===== src/rtl/uart_pkg.sv =====
// Shared UART definitions: parity encodings used by both Tx and Rx, Tx state encoding.
package uart_pkg;

  localparam logic [1:0] NOPARITY00 = 2'b00;
  localparam logic [1:0] ODD        = 2'b01;
  localparam logic [1:0] EVEN       = 2'b10;
  localparam logic [1:0] NOPARITY11 = 2'b11;

  typedef enum logic [2:0] {
    TX_IDLE,
    TX_START,
    TX_DATA,
    TX_PARITY,
    TX_STOP
  } tx_state_t;

  function automatic logic parity_enabled(input logic [1:0] ptype);
    return (ptype == ODD) || (ptype == EVEN);
  endfunction

  // EVEN makes the ones-count over data+parity even, ODD makes it odd.
  function automatic logic parity_bit(input logic [1:0] ptype, input logic [7:0] data);
    return (ptype == ODD) ? ~^data : ^data;
  endfunction

endpackage


===== src/rtl/uart_baud_tick.sv =====
// Bit-period timer: tick marks the last cycle of each CLKS_PER_BIT-cycle bit period.
module uart_baud_tick #(
  parameter int CLKS_PER_BIT = 16
) (
  input  logic clock,
  input  logic reset,
  input  logic clear,
  output logic tick
);

  localparam int CW = (CLKS_PER_BIT > 1) ? $clog2(CLKS_PER_BIT) : 1;
  localparam logic [CW-1:0] LAST = CW'(CLKS_PER_BIT - 1);

  logic [CW-1:0] cnt;

  always_ff @(posedge clock) begin
    if (reset || clear) begin
      cnt <= '0;
    end else if (cnt == LAST) begin
      cnt <= '0;
    end else begin
      cnt <= cnt + CW'(1);
    end
  end

  // A clear restarts the period, so the wrap in that cycle must not count.
  assign tick = (cnt == LAST) && !clear;

endmodule


===== src/rtl/uart_tx_frame.sv =====
// UART transmit framer: start, 8 data bits LSB-first, optional parity, 1 or 2 stop bits.
module uart_tx_frame
  import uart_pkg::*;
#(
  parameter int CLKS_PER_BIT = 16
) (
  input  logic       clock,
  input  logic       reset,
  input  logic [7:0] tx_data,
  input  logic       tx_valid,
  output logic       tx_ready,
  input  logic [1:0] parity_type,
  input  logic       stop_bits,
  output logic       tx_out,
  output logic       tx_active,
  output logic       tx_done
);

  tx_state_t  state;
  logic [7:0] data_q;
  logic       par_en_q;
  logic       par_bit_q;
  logic       two_stop_q;
  logic [2:0] bit_idx;
  logic       stop_idx;
  logic       tick;
  logic       accept;

  assign accept = tx_valid && tx_ready;

  uart_baud_tick #(
    .CLKS_PER_BIT(CLKS_PER_BIT)
  ) u_baud (
    .clock(clock),
    .reset(reset),
    .clear(accept),
    .tick (tick)
  );

  always_ff @(posedge clock) begin
    if (reset) begin
      state      <= TX_IDLE;
      data_q     <= '0;
      par_en_q   <= 1'b0;
      par_bit_q  <= 1'b0;
      two_stop_q <= 1'b0;
      bit_idx    <= '0;
      stop_idx   <= 1'b0;
      tx_out     <= 1'b1;
      tx_ready   <= 1'b1;
      tx_active  <= 1'b0;
      tx_done    <= 1'b0;
    end else begin
      tx_done <= 1'b0;
      case (state)
        TX_IDLE: begin
          if (accept) begin
            data_q     <= tx_data;
            par_en_q   <= parity_enabled(parity_type);
            par_bit_q  <= parity_bit(parity_type, tx_data);
            two_stop_q <= stop_bits;
            state      <= TX_START;
            tx_out     <= 1'b0;
            tx_ready   <= 1'b0;
            tx_active  <= 1'b1;
          end
        end
        TX_START: begin
          if (tick) begin
            state   <= TX_DATA;
            bit_idx <= '0;
            tx_out  <= data_q[0];
          end
        end
        TX_DATA: begin
          if (tick) begin
            if (bit_idx == 3'd7) begin
              stop_idx <= 1'b0;
              if (par_en_q) begin
                state  <= TX_PARITY;
                tx_out <= par_bit_q;
              end else begin
                state  <= TX_STOP;
                tx_out <= 1'b1;
              end
            end else begin
              bit_idx <= bit_idx + 3'd1;
              tx_out  <= data_q[bit_idx + 3'd1];
            end
          end
        end
        TX_PARITY: begin
          if (tick) begin
            state  <= TX_STOP;
            tx_out <= 1'b1;
          end
        end
        TX_STOP: begin
          if (tick) begin
            if (two_stop_q && !stop_idx) begin
              stop_idx <= 1'b1;
            end else begin
              state     <= TX_IDLE;
              tx_ready  <= 1'b1;
              tx_active <= 1'b0;
              tx_done   <= 1'b1;
            end
          end
        end
        default: begin
          state     <= TX_IDLE;
          tx_out    <= 1'b1;
          tx_ready  <= 1'b1;
          tx_active <= 1'b0;
        end
      endcase
    end
  end

endmodule


===== config.mk =====
export PLATFORM = sky130hd
export DESIGN_NAME = uart_tx_frame
export DESIGN_NICKNAME = d
export VERILOG_FILES = /design/src/rtl/uart_pkg.sv /design/src/rtl/uart_baud_tick.sv /design/src/rtl/uart_tx_frame.sv
export SDC_FILE = /design/constraint.sdc
export NUM_CORES = 1
export LEC_CHECK = 0
export ABC_AREA = 1
export ABC_CLOCK_PERIOD_IN_PS = 1580
export BUFFER_PORTS_ARGS = -buffer_cell sky130_fd_sc_hd__buf_2
export CAP_MARGIN = 40
export CORE_MARGIN = 1.5
export CORE_UTILIZATION = 40
export CTS_BUF_LIST = sky130_fd_sc_hd__clkbuf_8
export CTS_CLUSTER_DIAMETER = 80
export CTS_CLUSTER_SIZE = 12
export DETAILED_ROUTE_END_ITERATION = 8
export SYNTH_ARGS = -nofsm -noshare
export SYNTH_HDL_FRONTEND = slang
export SYNTH_SLANG_ARGS = --single-unit

===== constraint.sdc =====
create_clock -name clock -period 1.58 [get_ports clock]
set_clock_uncertainty 0.1 [all_clocks]
set_input_delay 0.237 -clock clock [delete_from_list [all_inputs] [get_ports clock]]
set_output_delay 0.237 -clock clock [all_outputs]
set_load 0.005 [all_outputs]

==> PnR_summary.wiki, run 1 <==
{| class="wikitable"
! Metric !! Value
|-
| Outcome || finished clean
|-
| Max Cap Violations || 0
|-
| Starting DRT DRC Count || 24
|-
| Slew at the pin with the worst max-slew slack || 0.226 ns
|-
| Htree depth || 1
|-
| Maximum fanout along the worst path || 5
|-
| Internal power consumption || 1.41 mW
|-
| Post-synthesis sequential area ratio || 0.360
|-
| Static leakage || 0.804 nW
|-
| Flops & latches, synth || 26
|-
| Drt via density || 4.80
|-
| Vias after detailed routing || 1,343
|-
| TritonCTS sink count || 26
|-
| Power dissipated by switching net loads || 0.956 mW
|-
| Reg2Reg Capture Point || state[2]
|-
| Layout area overhead || 21.9%
|-
| Count of synthesis-stage warnings from yosys || 0
|-
| Min-delay src || tx_data[2]
|-
| Instance count along the most critical hold path || 3
|-
| Combinational power share || 0.427
|-
| Mean post-synth cell area || 6.94 µm²
|-
| Max-slew violations || 0
|-
| Share of post-route cells with drive strength above 1 || 0.274
|-
| Initial antenna violation count || 0
|-
| Class of the most critical setup path || flop to flop
|-
| Rel. slew slack || 0.847
|-
| Portion of synthesized cell area occupied by the leading cell type || 0.360
|-
| Fin crit share || 0.956
|-
| Area of the mapped netlist || 1440 µm²
|-
| I/O pin count || 18
|-
| R2R cell count || 10
|-
| Most area-consuming cells after synthesis || sky130_fd_sc_hd__dfxtp_1 (36%), sky130_fd_sc_hd__nand2_1 (15%), sky130_fd_sc_hd__a21oi_1 (7.3%), sky130_fd_sc_hd__nand3_1 (6.2%), sky130_fd_sc_hd__inv_1 (5.2%)
|-
| Fraction of power spent switching nets || 0.403
|-
| Insertion delay to the later sink of the worst-skew pair || 0.27 ns
|-
| TritonCTS clock tree || built
|-
| Hold buffers post-CTS || 0
|-
| Hold violation total from the final report || 0
|-
| Detail Placement HPWL || 2.28 mm
|-
| Origin of the critical flop-to-flop path || u_baud.cnt[1]
|-
| Sequential power share || 0.389
|-
| Total Wirelength || 3.01 mm
|-
| Total global routing track utilization || 0.167
|-
| Drt first pass iters || 4
|-
| Post-synthesis cell type with the largest combined area || sky130_fd_sc_hd__dfxtp_1
|-
| Share of total power in the clock network || 0.184
|-
| Number of setup violations in the final report || 0
|-
| Cell type with the highest occurrence count on the critical path || sky130_fd_sc_hd__nand2_4
|-
| Syn nets || 226
|-
| Unique cell type count in the Yosys netlist || 28
|-
| Critical path's largest stage delay || 0.37 ns
|-
| Count of fill cells added during filler insertion || 355
|-
| Largest net degree at the start of global routing || 16
|-
| WP data required || 1.65 ns
|-
| Cells traversed along the worst timing path || ha_4, nand2_4, nor2_4, nand2_4, nand2_4, nand2_4, nor2_4, nand2_2, nand2_1, a21oi_2
|-
| Number of port buffers || 17
|-
| First-pass GRT wire length || 5.46 mm
|-
| Number of global-route vias before repair || 1,289
|-
| Setup repair after global routing missed its margin || true
|-
| Post-Route Hold Slack || 0.145 ns
|-
| Clock buffer count from CTS || 3
|-
| Power density over cell area || 1350 nW/µm²
|-
| Final weighted congestion in routability-driven placement || 0.831
|-
| Signal arrival time at the worst endpoint || 1.59 ns
|-
| Sum of overflow across all layers after global routing || 0
|-
| Sum of internal, switching and leakage power || 2.37 mW
|-
| Std cell rows || 21
|-
| Core footprint || 3390 µm²
|-
| Clock tree root buffer cell || sky130_fd_sc_hd__clkbuf_8
|-
| Cells after synthesis || 208
|-
| Average wire length per cell after detail routing || 10.8 µm
|-
| Setup slack, reg-to-reg || 0.07 ns
|-
| Net count, final || 253
|-
| Overall die width || 63.1 µm
|-
| Post-route DRC || 0
|-
| Crit start category || flop
|-
| Top achievable clock speed || 662 MHz
|-
| Maximum ir drop on the vdd rail || 0.848 mV
|-
| Antenna cell count || 0
|-
| Register clock-pin slew on the reported worst setup and hold paths || 0.09 ns
|-
| Slowest stage cell on the critical path || sky130_fd_sc_hd__dfxtp_2
|-
| DRT antenna net count || 0
|-
| Sink of the worst hold path || data_q[2]
|-
| Final worst path period need || 1.51 ns
|-
| Category of the worst setup path capture point || flop
|-
| Effective utilization at floorplan || 0.426
|-
| Die span in y || 63.1 µm
|-
| CTS Buffer Depth || 2
|-
| Die area || 3980 µm²
|-
| Hold WC Path Type || primary input to flop
|}
==> logic make-up (layout without fill, tap and decap cells) <==
logic type | count (synthesis) | after routing | share of synthesized area
AO/OA/AOI/OAI | 41 | 41 | 0.155
AND/OR/NAND/NOR | 102 | 102 | 0.340
flip-flops | 26 | 26 | 0.360
XOR/XNOR | 4 | 4 | 0.0243
adder cells (fa/ha/maj) | 4 | 4 | 0.0347
buffers and inverters | 31 | 57 | 0.0858
==> final cells by class <==
cell class                 count  area (µm²)  area share
sequential                    26         526       0.299
multi-input combinational    151         872       0.495
tap                           46        57.6      0.0327
clock buffer                   4        55.1      0.0313
timing repair buffer          25         145      0.0824
inverter                      28         105      0.0597
==> worst max-delay path by stage <==
stage	start	endpoint	slack, ns
2_1_floorplan	bit_idx[0]	bit_idx[0]	0.13
3_3_place_gp	u_baud.cnt[0]	state[2]	0.06
3_5_place_dp	u_baud.cnt[0]	state[2]	0.04
4_1_cts	u_baud.cnt[0]	state[2]	0.01
5_1_grt	u_baud.cnt[1]	state[1]	-0.03
6_report	u_baud.cnt[1]	state[2]	0.07
==> per-stage QoR <==
| step | instances | instance area (µm²) | worst slack, ns | util | TNS, ns |
|---|---|---|---|---|---|
| 2_1_floorplan | 208 | 1440 | 0.132 | - | 0 |
| 3_3_place_gp | 273 | 1610 | 0.0635 | 0.474 | 0 |
| 3_5_place_dp | 273 | 1610 | 0.0363 | 0.474 | 0 |
| 4_1_cts | 277 | 1660 | 0.0119 | 0.490 | 0 |
| 5_1_grt | 280 | 1760 | -0.0257 | 0.519 | -0.0561 |
| 6_report | 280 | 1760 | 0.0694 | 0.519 | 0 |
==> cell usage in the layout (no fill, tap or decap), types with 2 or more instances in the layout <==
master | netlist | final
sky130_fd_sc_hd__nand2_1 | 56 | 52
sky130_fd_sc_hd__dfxtp_1 | 26 | 24
sky130_fd_sc_hd__a21oi_1 | 21 | 21
sky130_fd_sc_hd__inv_1 | 20 | 19
sky130_fd_sc_hd__buf_2 | 0 | 17
sky130_fd_sc_hd__nand3_1 | 18 | 16
sky130_fd_sc_hd__o21ai_0 | 15 | 15
sky130_fd_sc_hd__inv_2 | 8 | 9
sky130_fd_sc_hd__nand2_4 | 3 | 9
sky130_fd_sc_hd__nor2_1 | 8 | 8
sky130_fd_sc_hd__buf_4 | 0 | 8
sky130_fd_sc_hd__nor2_4 | 4 | 5
sky130_fd_sc_hd__clkbuf_8 | 0 | 4
sky130_fd_sc_hd__nand2_2 | 5 | 3
sky130_fd_sc_hd__ha_1 | 4 | 3
sky130_fd_sc_hd__xor2_1 | 2 | 2
sky130_fd_sc_hd__xnor2_1 | 2 | 2
sky130_fd_sc_hd__nand3_2 | 0 | 2
==> synth_stat cells (all sizes together) <==
library cell	n
a21oi	23
buf	2
clkbuf	1
dfxtp	26
ha	4
inv	28
nand2	64
nand3	18
nand3b	1
nand4	1
nor2	14
nor2b	1
nor3	2
nor3b	1
o21ai	16
o21bai	1
o22ai	1
xnor2	2
xor2	2
==> worst max-delay path, delay by kind of cell, from the launching register on <==
| family | cells | cell delay (ns) |
|---|---|---|
| fa+ha+maj | 1 | 0.16 |
| compound gates | 1 | 0.05 |
| flops | 1 | 0.37 |
| simple gates | 8 | 0.72 |
==> metal layers <==
layer / track usage / vias to the layer above / routed length, µm
li1: - / 721 / -
met5: 0 / - / 0
met4: 0.0611 / 0 / 44
met1: 0.230 / 594 / 1520
met2: 0.270 / 24 / 1330
met3: 0.0179 / 4 / 107
==> repair_timing <==
item	CTS	global route
resized for setup	0	20
endpoints found under the setup margin	0	9
buffers inserted	0	3
==> state kept, by name (all words and copies together) (netlist names) <==
name,cells
tx_done,1
bit_idx,3
u_baud.cnt,4
data_q,8
state,3
two_stop_q,1
tx_ready,1
par_bit_q,1
stop_idx,1
tx_out,1
tx_active,1
par_en_q,1
==> power by group through the flow <==
| stage | combinational, mW | clock, mW | sequential (mW) |
|---|---|---|---|
| after global routing | 1.15 | 0.469 | 0.947 |
| final | 1.01 | 0.437 | 0.923 |
| after detailed placement | 0.920 | 0 | 0.929 |
| after CTS | 0.927 | 0.446 | 0.914 |
| after global placement | 0.924 | 0 | 0.928 |
| after floorplan | 0.738 | 0 | 0.914 |
No activity file was read; power rests on OpenSTA's default activity.
==> run 2: changes to the inputs <==
PLACE_DENSITY_LB_ADDON = 0.15   (was not set)
SETUP_SLACK_MARGIN = 0.15   (was not set)
==> PnR_summary.wiki, run 2 (synthesis results as in run 1) <==
{| class="wikitable"
! Metric !! Value
|-
| Largest registers || data_q (8), u_baud.cnt (4)
|-
| Setup slack, reg-to-reg || 0.13 ns
|-
| GR Layer Usage met2 || 0.285
|-
| Setup repair after global routing missed its margin || true
|-
| Net count, final || 257
|-
| WP data required || 1.65 ns
|-
| Number of global-route vias before repair || 1,279
|-
| Vias after detailed routing || 1,336
|-
| Top cell family by delay on the critical path || simple AND/OR/NAND/NOR gates
|-
| Total negative slack || 0 ns
|-
| Crit start category || flop
|-
| Final cell utilization of the core || 0.536
|-
| Hold WC Path Type || primary input to flop
|-
| Clock buffer count from CTS || 3
|-
| Maximum fanout along the worst path || 5
|-
| R2R cell count || 10
|-
| Maximum ir drop on the vdd rail || 0.794 mV
|-
| Number of port buffers || 17
|-
| Hold violation total from the final report || 0
|-
| Category of the worst setup path capture point || flop
|-
| Sum of internal, switching and leakage power || 2.50 mW
|-
| DRT antenna net count || 0
|-
| Sink of the worst hold path || data_q[3]
|-
| Max Cap Violations || 0
|-
| Power density over cell area || 1380 nW/µm²
|-
| Most common cell after layout, fill and taps aside || sky130_fd_sc_hd__nand2_1
|-
| Instance area at placement || 1600 µm²
|-
| Layout area overhead || 25.9%
|-
| Number of placed instances with taps included || 272
|-
| Slew at the pin with the worst max-slew slack || 0.264 ns
|-
| Commonest cells after routing, fill and taps aside || sky130_fd_sc_hd__nand2_1 (53), sky130_fd_sc_hd__dfxtp_1 (21), sky130_fd_sc_hd__a21oi_1 (19), sky130_fd_sc_hd__inv_1 (18)
|-
| CTS Buffer Depth || 2
|-
| Post-route DRC || 0
|-
| Total Wirelength || 3.08 mm
|-
| Slowest stage cell on the critical path || sky130_fd_sc_hd__dfxtp_2
|-
| Sum of overflow across all layers after global routing || 0
|-
| Max-slew violations || 0
|-
| Largest net degree at the start of global routing || 16
|-
| Die area || 3980 µm²
|-
| Global-route met1 utilization || 0.228
|-
| Antenna cell count || 0
|-
| Drt first pass iters || 4
|-
| Critical path's largest stage delay || 0.37 ns
|-
| Final Non-Filler Cells || 284
|-
| Footprint of the flip-flops and latches || 527 µm²
|-
| Drt via density || 4.70
|-
| Signal arrival time at the worst endpoint || 1.52 ns
|-
| Core footprint || 3390 µm²
|-
| Final worst path period need || 1.45 ns
|-
| Share of post-route cells with drive strength above 1 || 0.307
|-
| Min-delay src || tx_data[3]
|-
| Die span in y || 63.1 µm
|-
| Overall die width || 63.1 µm
|-
| Outcome || finished clean
|-
| I/O pin count || 18
|-
| Htree depth || 1
|-
| Hold buffers post-CTS || 0
|-
| Top achievable clock speed || 692 MHz
|-
| Std cell rows || 21
|-
| Origin of the critical flop-to-flop path || u_baud.cnt[0]
|-
| Reg2Reg Capture Point || state[1]
|-
| Register clock-pin slew on the reported worst setup and hold paths || 0.09 ns
|-
| Cells traversed along the worst timing path || ha_4, nand2_4, nor2_4, nand2_4, nand2_2, nand2_2, nor2_4, nand2_1, nand2_1, a21oi_2
|-
| Class of the most critical setup path || flop to flop
|-
| Final weighted congestion in routability-driven placement || 0.813
|-
| GRT busiest layer || met2
|-
| Count of fill cells added during filler insertion || 326
|-
| Rel. slew slack || 0.822
|-
| Clock tree root buffer cell || sky130_fd_sc_hd__clkbuf_8
|-
| Met3 usage || 0.0375
|-
| Detail Placement HPWL || 2.27 mm
|-
| Area of combinational cells with multiple inputs || 877 µm²
|-
| Total global routing track utilization || 0.171
|-
| Instance count along the most critical hold path || 3
|-
| Insertion delay to the later sink of the worst-skew pair || 0.27 ns
|-
| Fin crit share || 0.915
|-
| First-pass GRT wire length || 5.55 mm
|-
| Number of setup violations in the final report || 0
|-
| Register name with the most flops || data_q
|-
| Initial antenna violation count || 0
|-
| TritonCTS sink count || 26
|-
| Average wire length per cell after detail routing || 10.8 µm
|-
| Fin area || 1820 µm²
|-
| Number of flip-flops in the largest register || 8
|-
| Buffer and inverter count on the worst path || 0
|-
| Static leakage || 0.823 nW
|-
| Starting DRT DRC Count || 41
|-
| Effective utilization at floorplan || 0.426
|-
| TritonCTS clock tree || built
|}
[run 2: changes by cell type in the layout (fill, tap and decap cells not counted), sizes merged]
| cell | delta |
|---|---|
| clkbuf | -1 |
| bufinv | +1 |
| buf | +4 |
[run 2: report_power, final]
| group | total [mW] | switching, mW | internal, mW |
|---|---|---|---|
| sequential | 0.929 | 0.110 | 0.820 |
| combinational | 1.02 | 0.625 | 0.390 |
| clock | 0.556 | 0.217 | 0.339 |
[run 2: area by class of cell]
type	instances	area share
clock buffer	3	0.0227
clock inverter	1	0.0165
inverter	28	0.0606
multi-input combinational	151	0.482
sequential	26	0.290
tap	46	0.0317
timing repair buffer	29	0.0964
[run 2: worst max path at each step]
stage           endpoint  cells after the start     startpoint
6_report        state[1]                     10  u_baud.cnt[0]
4_1_cts         state[2]                     10  u_baud.cnt[0]
5_1_grt         state[1]                     10  u_baud.cnt[0]
3_3_place_gp   tx_active                      8  u_baud.cnt[0]
2_1_floorplan   state[2]                     10  u_baud.cnt[0]
3_5_place_dp    state[2]                     10  u_baud.cnt[0]
[run 2: worst reg2reg max path, cell delays in order, from the launching register on]
cell	delay (ns)
sky130_fd_sc_hd__dfxtp_2	0.37
sky130_fd_sc_hd__ha_4	0.16
sky130_fd_sc_hd__nand2_4	0.05
sky130_fd_sc_hd__nor2_4	0.09
sky130_fd_sc_hd__nand2_4	0.09
sky130_fd_sc_hd__nand2_2	0.10
sky130_fd_sc_hd__nand2_2	0.07
sky130_fd_sc_hd__nor2_4	0.12
sky130_fd_sc_hd__nand2_1	0.09
sky130_fd_sc_hd__nand2_1	0.08
sky130_fd_sc_hd__a21oi_2	0.05
[run 2: what timing repair did]
item / 4_1_cts / 5_1_grt
endpoints found under the setup margin: 11 / 19
pin swaps: 2 / 2
gates resized for setup: 12 / 13
setup buffers: 4 / 4
[run 2: layer usage]
layer | part of all wire | wire (µm)
met4 | 0.0058 | 18
met2 | 0.45 | 1400
met3 | 0.026 | 80
met5 | 0 | 0
met1 | 0.51 | 1580
[run 2: metrics by stage]
stage                     setup WS, ns  hold slack, ns
final                            0.134           0.139
after global routing            0.0136           0.142
after CTS                        0.136           0.131
after detailed placement        0.0759           0.337
after global placement          0.0886           0.334
after floorplan                  0.160           0.232
==> run 3: changes to the inputs <==
HOLD_SLACK_MARGIN = 0.15   (was not set)
==> PnR_summary.wiki, run 3 (synthesis results as in run 1) <==
{| class="wikitable"
! Metric !! Value
|-
| Outcome || finished clean
|-
| Signal arrival time at the worst endpoint || 1.52 ns
|-
| Number of global-route vias before repair || 1,311
|-
| Footprint of the flip-flops and latches || 527 µm²
|-
| Count of fill cells added during filler insertion || 321
|-
| Htree depth || 1
|-
| Power dissipated by switching net loads || 0.963 mW
|-
| Slowest stage cell on the critical path || sky130_fd_sc_hd__dfxtp_2
|-
| Power density over cell area || 1350 nW/µm²
|-
| Total Wirelength || 3.13 mm
|-
| Setup slack, reg-to-reg || 0.13 ns
|-
| Register name with the most flops || data_q
|-
| I/O pin count || 18
|-
| Maximum fanout along the worst path || 5
|-
| Class of the most critical setup path || flop to flop
|-
| Max layer used || met4
|-
| Hold WC Path Type || primary input to flop
|-
| Clock tree root buffer cell || sky130_fd_sc_hd__clkbuf_8
|-
| Buffer and inverter count on the worst path || 0
|-
| Die span in y || 63.1 µm
|-
| Core footprint || 3390 µm²
|-
| Instance area at placement || 1600 µm²
|-
| Slew at the pin with the worst max-slew slack || 0.261 ns
|-
| Net count, final || 260
|-
| Fraction of power spent switching nets || 0.382
|-
| Cells traversed along the worst timing path || ha_4, nand2_4, nor2_4, nand2_4, nand2_2, nand2_2, nor2_4, nand2_1, nand2_1, a21oi_2
|-
| Crit start category || flop
|-
| Sum of internal, switching and leakage power || 2.52 mW
|-
| Combinational power share || 0.411
|-
| Top achievable clock speed || 691 MHz
|-
| Rel. slew slack || 0.824
|-
| First-pass GRT wire length || 5.60 mm
|-
| CTS Buffer Depth || 2
|-
| Number of flip-flops in the largest register || 8
|-
| Register clock-pin slew on the reported worst setup and hold paths || 0.09 ns
|-
| Insertion delay to the later sink of the worst-skew pair || 0.27 ns
|-
| Commonest cells after routing, fill and taps aside || sky130_fd_sc_hd__nand2_1 (52), sky130_fd_sc_hd__dfxtp_1 (21), sky130_fd_sc_hd__a21oi_1 (18), sky130_fd_sc_hd__inv_1 (17), sky130_fd_sc_hd__nand3_1 (17)
|-
| Total negative slack || 0 ns
|-
| Setup repair after global routing missed its margin || true
|-
| Fin area || 1880 µm²
|-
| Antenna cell count || 0
|-
| Reg2Reg Capture Point || state[1]
|-
| Final weighted congestion in routability-driven placement || 0.813
|-
| M1 wire length || 1.59 mm
|-
| Most common cell after layout, fill and taps aside || sky130_fd_sc_hd__nand2_1
|-
| R2R cell count || 10
|-
| Wire length on met2 || 1.44 mm
|-
| Static leakage || 0.869 nW
|-
| Largest net degree at the start of global routing || 16
|-
| Routed wl met3 || 76 µm
|-
| Critical path's largest stage delay || 0.37 ns
|-
| Detail Placement HPWL || 2.27 mm
|-
| WP data required || 1.65 ns
|-
| Number of cells on the critical path || 10
|-
| Max-slew violations || 0
|-
| Top cell family by delay on the critical path || simple AND/OR/NAND/NOR gates
|-
| Vias after detailed routing || 1,360
|-
| Final worst path period need || 1.45 ns
|-
| Post-route DRC || 0
|-
| Std cell rows || 21
|-
| Max Cap Violations || 0
|-
| Category of the worst setup path capture point || flop
|-
| Share of total power in the clock network || 0.221
|-
| Capture point of the critical path || state[1]
|-
| Starting DRT DRC Count || 45
|-
| Total global routing track utilization || 0.173
|-
| Hold violation total from the final report || 0
|-
| Share of post-route cells with drive strength above 1 || 0.320
|-
| Origin of the critical flop-to-flop path || u_baud.cnt[0]
|-
| Largest registers || data_q (8), u_baud.cnt (4)
|-
| Sequential power share || 0.368
|-
| DRT antenna net count || 0
|-
| Number of setup violations in the final report || 0
|-
| Initial antenna violation count || 0
|-
| TritonCTS clock tree || built
|-
| Average wire length per cell after detail routing || 10.9 µm
|-
| Area of combinational cells with multiple inputs || 891 µm²
|-
| Drt via density || 4.74
|-
| Maximum ir drop on the vdd rail || 0.798 mV
|-
| First element of the critical path || u_baud.cnt[0]
|-
| Instance count along the most critical hold path || 3
|-
| Drt first pass iters || 4
|-
| TritonCTS sink count || 26
|-
| Internal power consumption || 1.56 mW
|-
| Die area || 3980 µm²
|-
| Layout area overhead || 29.9%
|-
| Number of port buffers || 17
|-
| Effective utilization at floorplan || 0.426
|-
| Sum of overflow across all layers after global routing || 0
|-
| Fin crit share || 0.916
|-
| Clock buffer count from CTS || 3
|-
| Overall die width || 63.1 µm
|}
-- run 3: tightest hold or removal path, delay by kind of cell --
family / cells / cell delay, ns
fa+ha+maj: 1 / 0.12
buf+inv: 1 / 0.08
compound gates: 1 / 0.05
-- run 3: worst min-delay path by stage --
stage	endpoint	start	slack, ns
floorplan	tx_out	reset	0.23
global placement	u_baud.cnt[0]	u_baud.cnt[0]	0.33
detailed placement	u_baud.cnt[0]	u_baud.cnt[0]	0.34
CTS	par_en_q	parity_type[0]	0.15
global route	par_en_q	parity_type[0]	0.17
finish	par_en_q	parity_type[0]	0.14
-- run 3: final cells by class --
| class | count | share of cell area |
|---|---|---|
| timing repair buffer | 32 | 0.117 |
| sequential | 26 | 0.281 |
| tap | 46 | 0.0307 |
| inverter | 28 | 0.0587 |
| clock buffer | 3 | 0.0220 |
| clock inverter | 1 | 0.0160 |
| multi-input combinational | 151 | 0.475 |
-- run 3: power by group through the flow --
stage	Combinational, mW	Sequential [mW]	Clock, mW
CTS	0.946	0.925	0.567
floorplan	0.743	0.914	0
global placement	0.914	0.933	0
detailed placement	0.914	0.933	0
global route	1.17	0.948	0.594
finish	1.04	0.929	0.558
-- run 3: per-stage QoR --
| stage | setup WS [ns] | instances | hold WS (ns) | util |
|---|---|---|---|---|
| after detailed placement | 0.0759 | 272 | 0.337 | 0.473 |
| after global routing | 0.0128 | 287 | 0.165 | 0.553 |
| after global placement | 0.0886 | 272 | 0.334 | 0.473 |
| after floorplan | 0.160 | 208 | 0.232 | - |
| final | 0.133 | 287 | 0.144 | 0.553 |
| after CTS | 0.136 | 283 | 0.151 | 0.524 |
-- run 3: what timing repair did --
| action | CTS | global route |
|---|---|---|
| setup endpoints to repair | 11 | 19 |
| hold endpoints to repair | 3 | 0 |
| hold buffers | 3 | 0 |
| buffers inserted | 4 | 4 |
| pin swaps | 2 | 9 |
| resized for setup | 12 | 22 |
-- run 3: routing by layer --
metal	vias up	GRT usage
met3	2	0.0375
met4	0	0.0333
met5	-	0
met2	14	0.294
met1	610	0.226
li1	734	-
